## config.mk

```make
export PLATFORM = sky130hd
export DESIGN_NAME = rarb_client
export DESIGN_NICKNAME = d
export VERILOG_FILES = /design/src/rtl/rarb_pkg.sv /design/src/rtl/rarb_client_fifo.sv /design/src/rtl/rarb_client.sv
export SDC_FILE = /design/constraint.sdc
export NUM_CORES = 1
export LEC_CHECK = 0
export ABC_AREA = 1
export ABC_CLOCK_PERIOD_IN_PS = 5220
export BUFFER_PORTS_ARGS = -buffer_cell sky130_fd_sc_hd__buf_2
export CORE_MARGIN = 2
export CORE_UTILIZATION = 60
export DETAILED_ROUTE_END_ITERATION = 10
export PLACE_DENSITY = 0.8
export SLEW_MARGIN = 20
export SYNTH_ARGS = -nofsm -noshare
export SYNTH_HDL_FRONTEND = slang
export SYNTH_SLANG_ARGS = --single-unit
```

## constraint.sdc

```tcl
create_clock -name clk -period 5.22 [get_ports clk]
set_input_delay 0.261 -clock clk [delete_from_list [all_inputs] [get_ports clk]]
set_output_delay 0.261 -clock clk [all_outputs]
set_load 0.01 [all_outputs]
```

## src/rtl/rarb_pkg.sv

```systemverilog
// Shared types for the 4-port ring arbiter: port count, client FSM states and the FIFO entry layout.
package rarb_pkg;
  localparam int NUM_PORTS   = 4;
  localparam int RARB_DATA_W = 32;

  typedef enum logic [1:0] {
    IDLE = 2'd0,
    REQ  = 2'd1,
    GNT  = 2'd2,
    REL  = 2'd3
  } state_e;

  typedef struct packed {
    logic                   last;
    logic [RARB_DATA_W-1:0] data;
  } rarb_entry_t;
endpackage

```

## src/rtl/rarb_client_fifo.sv

```systemverilog
// Synchronous FIFO with full/empty/level and a head read directly from the registered storage.
// Writes are dropped when full and reads are ignored when empty; reset flushes by clearing the pointers.
module rarb_client_fifo #(
  parameter int W     = 33,
  parameter int DEPTH = 8
) (
  input  logic                       clk,
  input  logic                       reset,
  input  logic                       i_wr,
  input  logic [W-1:0]               i_wr_dat,
  input  logic                       i_rd,
  output logic [W-1:0]               o_head,
  output logic                       o_full,
  output logic                       o_empty,
  output logic [$clog2(DEPTH+1)-1:0] o_level
);
  localparam int AW = $clog2(DEPTH);

  logic [W-1:0] r_mem [DEPTH];
  logic [AW:0]  r_wr_ptr;
  logic [AW:0]  r_rd_ptr;
  logic         w_wr;
  logic         w_rd;

  // Extra pointer bit distinguishes full from empty when the index bits match.
  assign o_empty = (r_wr_ptr == r_rd_ptr);
  assign o_full  = (r_wr_ptr[AW] != r_rd_ptr[AW]) && (r_wr_ptr[AW-1:0] == r_rd_ptr[AW-1:0]);
  assign o_level = r_wr_ptr - r_rd_ptr;
  assign o_head  = r_mem[r_rd_ptr[AW-1:0]];

  assign w_wr = i_wr && !o_full;
  assign w_rd = i_rd && !o_empty;

  always_ff @(posedge clk) begin
    if (reset) begin
      r_wr_ptr <= '0;
      r_rd_ptr <= '0;
    end else begin
      if (w_wr) r_wr_ptr <= r_wr_ptr + 1'b1;
      if (w_rd) r_rd_ptr <= r_rd_ptr + 1'b1;
    end
  end

  always_ff @(posedge clk) begin
    if (w_wr) r_mem[r_wr_ptr[AW-1:0]] <= i_wr_dat;
  end
endmodule

```

## src/rtl/rarb_client.sv

```systemverilog
// Requester agent for one ring-arbiter port: buffers source packets, requests, drives the granted bus, releases per packet.
// Optional request timeout enabled by RARB_CLIENT_TIMEOUT_EN; otherwise REQ waits indefinitely and err_timeout is 0.
module rarb_client
  import rarb_pkg::*;
#(
  parameter int DATA_W      = RARB_DATA_W,
  parameter int DEPTH       = 8,
  parameter int TIMEOUT_CYC = 255
) (
  input  logic              clk,
  input  logic              reset,
  input  logic              src_valid,
  output logic              src_ready,
  input  logic [DATA_W-1:0] src_data,
  input  logic              src_last,
  output logic              rarb_req,
  input  logic              rarb_ack,
  output logic              bus_valid,
  input  logic              bus_ready,
  output logic [DATA_W-1:0] bus_data,
  output logic              bus_last,
  output logic              err_timeout
);
  localparam int LW = $clog2(DEPTH+1);
  localparam logic [LW-1:0] ALMOST_FULL = LW'(DEPTH-1);

  typedef struct packed {
    logic              last;
    logic [DATA_W-1:0] data;
  } entry_t;

  state_e          r_state;
  state_e          w_state_nxt;
  logic [LW-1:0]   r_pkt_cnt;
  entry_t          w_head;
  logic            w_full;
  logic            w_empty;
  logic [LW-1:0]   w_level;
  logic            w_wr;
  logic            w_rd;
  logic            w_wr_last;
  logic            w_rd_last;
  logic            w_go;
  logic            w_to_hit;

  assign src_ready = !w_full && !reset;
  assign w_wr      = src_valid && src_ready;
  assign w_rd      = bus_valid && bus_ready;
  assign w_wr_last = w_wr && src_last;
  assign w_rd_last = w_rd && w_head.last;

  rarb_client_fifo #(.W(DATA_W+1), .DEPTH(DEPTH)) u_fifo (
    .clk      (clk),
    .reset    (reset),
    .i_wr     (w_wr),
    .i_wr_dat ({src_last, src_data}),
    .i_rd     (w_rd),
    .o_head   (w_head),
    .o_full   (w_full),
    .o_empty  (w_empty),
    .o_level  (w_level)
  );

  assign rarb_req  = (r_state == REQ) || (r_state == GNT);
  assign bus_valid = (r_state == GNT) && !w_empty;
  assign bus_data  = bus_valid ? w_head.data : '0;
  assign bus_last  = bus_valid && w_head.last;

  always_ff @(posedge clk) begin
    if (reset) begin
      r_pkt_cnt <= '0;
    end else if (w_wr_last && !w_rd_last) begin
      r_pkt_cnt <= r_pkt_cnt + 1'b1;
    end else if (!w_wr_last && w_rd_last) begin
      r_pkt_cnt <= r_pkt_cnt - 1'b1;
    end
  end

  // IDLE never reads, so look at this cycle's write to raise the request one cycle after it lands.
  assign w_go = (r_pkt_cnt != '0) || w_wr_last || w_full || ((w_level == ALMOST_FULL) && w_wr);

`ifdef RARB_CLIENT_TIMEOUT_EN
  localparam int TW = $clog2(TIMEOUT_CYC+1);
  logic [TW-1:0] r_to_cnt;
  logic          r_err;

  assign w_to_hit    = (r_state == REQ) && !rarb_ack && (r_to_cnt == TW'(TIMEOUT_CYC-1));
  assign err_timeout = r_err;

  always_ff @(posedge clk) begin
    if (reset || (r_state != REQ)) r_to_cnt <= '0;
    else                           r_to_cnt <= r_to_cnt + 1'b1;
  end

  always_ff @(posedge clk) begin
    if (reset)         r_err <= 1'b0;
    else if (w_to_hit) r_err <= 1'b1;
  end
`else
  assign w_to_hit    = 1'b0;
  // TIMEOUT_CYC stays on the interface so both builds share one parameter list.
  assign err_timeout = (TIMEOUT_CYC < 0);
`endif

  always_comb begin
    w_state_nxt = r_state;
    case (r_state)
      IDLE:    if (w_go) w_state_nxt = REQ;
      REQ: begin
        if (rarb_ack)      w_state_nxt = GNT;
        else if (w_to_hit) w_state_nxt = REL;
      end
      GNT:     if (w_rd_last) w_state_nxt = REL;
      REL:     w_state_nxt = IDLE;
      default: w_state_nxt = IDLE;
    endcase
  end

  always_ff @(posedge clk) begin
    if (reset) r_state <= IDLE;
    else       r_state <= w_state_nxt;
  end
endmodule
```

==> out/qor.yml <==
outcome: "finished, final reports clean"
dp_slack_ns: 1.99
placed_area_mm2: 0.0121
synth_top_area_cell: "edfxtp_1"
slowest_stage: "buf_4"
final_cell_area_mm2: 0.0131
first_pass_iters: 7
cts.root.buffer_cell: "clkbuf_16"
grt_busiest_layer: "met2"
tritoncts: "built"
finalNetCount: 983
rr_worst_depth: 17
ys_types: 29
power_mw: 4.89
maxSlewViolCount: 0
timing.rr.end: "r_pkt_cnt[3]"
ir_drop_mv: 0.256
holdBufCountCts: 12
critPathMaxFanout: 82
ys_top_cells_by_area: "edfxtp_1 (69%), o21ai_0 (6.0%), nor2_1 (4.9%), o221a_2 (4.6%), dfxtp_1 (2.9%)"
ys_ff_latch: 281
cp-end-kind: "primary output"
synthArstFlopShare: 0
dieArea_mm2: 0.0204
synth_ff_type: "edfxtp_1"
cts_setup_buffers: 0
avgSynthCellArea_um2: 13.5
core_mm2: 0.0188
grt_first_pass_wirelength_um: 37500
grtUsageTotal: 0.240
clk_pin_slew_ns: 0.07
synth.most_common_cell: "edfxtp_1"
required_ns: 4.96
whs_ns: 0.0106
ant_nets: 0
setup_viol: 0
worstPathCellList: "inv_4, buf_4, nor2_1, o221a_2, nor3_2, buf_2"
synthTopCellsByCount: "edfxtp_1 (264), nor2_1 (152), o21ai_0 (138)"
period_share: 0.663
synth_nets: 905
grt_max_degree: 84
fmax_ghz: 0.289
fp.dieH_um: 143
ys_seq_area_frac: 0.716
cellPowerDensity_mw_per_mm2: 372
start_util: 0.615
place.port_buffers: 73
cts_buffer_depth: 3
cts_htree_levels: 1
netlist_instances: 853
yosys_warnings: 0
cts.sink_count: 281
crit_path_start_kind: "register"
layout_setup_ws_ns: 1.76
vias_per_cell: 6.16
synth-edff-count: 264
period_needed_ns: 3.46
met1_usage: 0.330
drtIter0Drc: 787
rsz0062_at_grt: "false"
worst_ep_arrival_time_ns: 3.20
rrSetupSlack_ns: 1.92
cts_made_buffers: 28
cp_slowest_stage_delay_ns: 0.78
dp_cells: 1118
area_growth_pct: 13.9
clock_skew_ns: 0.0132
hold_viol_final: 0
wl_per_cell_um: 20.5
io_pins: 75
path_class: "reg -> out"
met2_usage: 0.410
via_count: 7294
drc: 0
clock_latency_ns: 0.54
maxSlewHeadroom: 0.289
die_w_um: 143
drive_gt1_frac: 0.229
p_leak_nw: 4.56
overflow: 0
crit_path_end: "bus_data[28]"
met3_usage: 0.0288
stdcell_count: 1184
num_rows: 50
grt_pass1_vias: 7145
gp_congestion: 0.808
cts_resized: 0
hp-class: "in -> reg"
worstMarginPinSlew_ns: 1.07
wl_um: 24300
diodes: 0
final_util: 0.700
fin_setup_tns_ns: 0
yosysTopAreaCellShare: 0.687
synth_area_mm2: 0.0115
antenna_found_initial: 0
maxCapViolCount: 0
dpl.hpwl_um: 12700
-- where the power goes --
group | leakage [nW] | total (mW) | internal, mW | switching, mW
Clock | 0.423 | 1.86 | 1.06 | 0.801
Sequential | 2.52 | 2.53 | 2.50 | 0.0296
Combinational | 1.61 | 0.497 | 0.183 | 0.314
-- layer usage --
layer / share of wire / wire [µm]
met1: 0.41 / 10000
met2: 0.50 / 12200
met3: 0.065 / 1570
met4: 0.022 / 524
met5: 0 / 0
-- final cells by class --
type,count,area [µm²]
tap,234,293
inverter,38,145
multi-input combinational,481,2900
clock buffer,34,744
timing repair buffer,101,681
clock inverter,15,106
sequential,281,8270
fill,1238,5620
-- cells by family after synthesis --
kind of cell / Yosys count / synth area share
compound gates: 217 / 0.129
simple gates: 248 / 0.100
buf+inv: 91 / 0.0368
fa+ha+maj: 14 / 0.0165
other cells: 1 / 0.000325
flops: 281 / 0.716
xor+xnor: 1 / 0.000759
-- flip-flops by register name, indices dropped and copies added (netlist names), named ones only --
signal	cells
u_fifo.r_rd_ptr	4
r_pkt_cnt	4
r_state	2
u_fifo.r_wr_ptr	4
u_fifo.r_mem	264
-- cell usage in the layout (no fill, tap or decap), drive strengths merged, types with 14 or more instances in the layout --
| cell | netlist | routed |
|---|---|---|
| o221a | 64 | 64 |
| o21ai | 138 | 138 |
| nor3 | 33 | 33 |
| nor2 | 155 | 155 |
| dfxtp | 17 | 17 |
| nand2 | 41 | 41 |
| inv | 38 | 38 |
| a21oi | 15 | 15 |
| edfxtp | 264 | 264 |
| clkinv | 0 | 14 |
| clkbuf | 30 | 34 |
| buf | 23 | 88 |
-- worst min path at each step --
| stage | start | to | cells after the start |
|---|---|---|---|
| 3_5_place_dp | r_pkt_cnt[3] | r_pkt_cnt[3] | 2 |
| 5_1_grt | src_data[23] | u_fifo.r_mem[3][23] | 1 |
| 4_1_cts | src_data[9] | u_fifo.r_mem[5][9] | 1 |
| 6_report | src_data[27] | u_fifo.r_mem[4][27] | 1 |
| 2_1_floorplan | reset | u_fifo.r_wr_ptr[0] | 1 |
| 3_3_place_gp | r_pkt_cnt[3] | r_pkt_cnt[3] | 2 |
-- critical path, delay by kind of cell (launching register included) --
kind / cells / cell delay [ns]
flip-flops: 1 / 0.50
AO/OA/AOI/OAI: 1 / 0.33
buffers and inverters: 3 / 1.45
AND/OR/NAND/NOR: 2 / 0.34
Power figures use the tool's default switching activity.
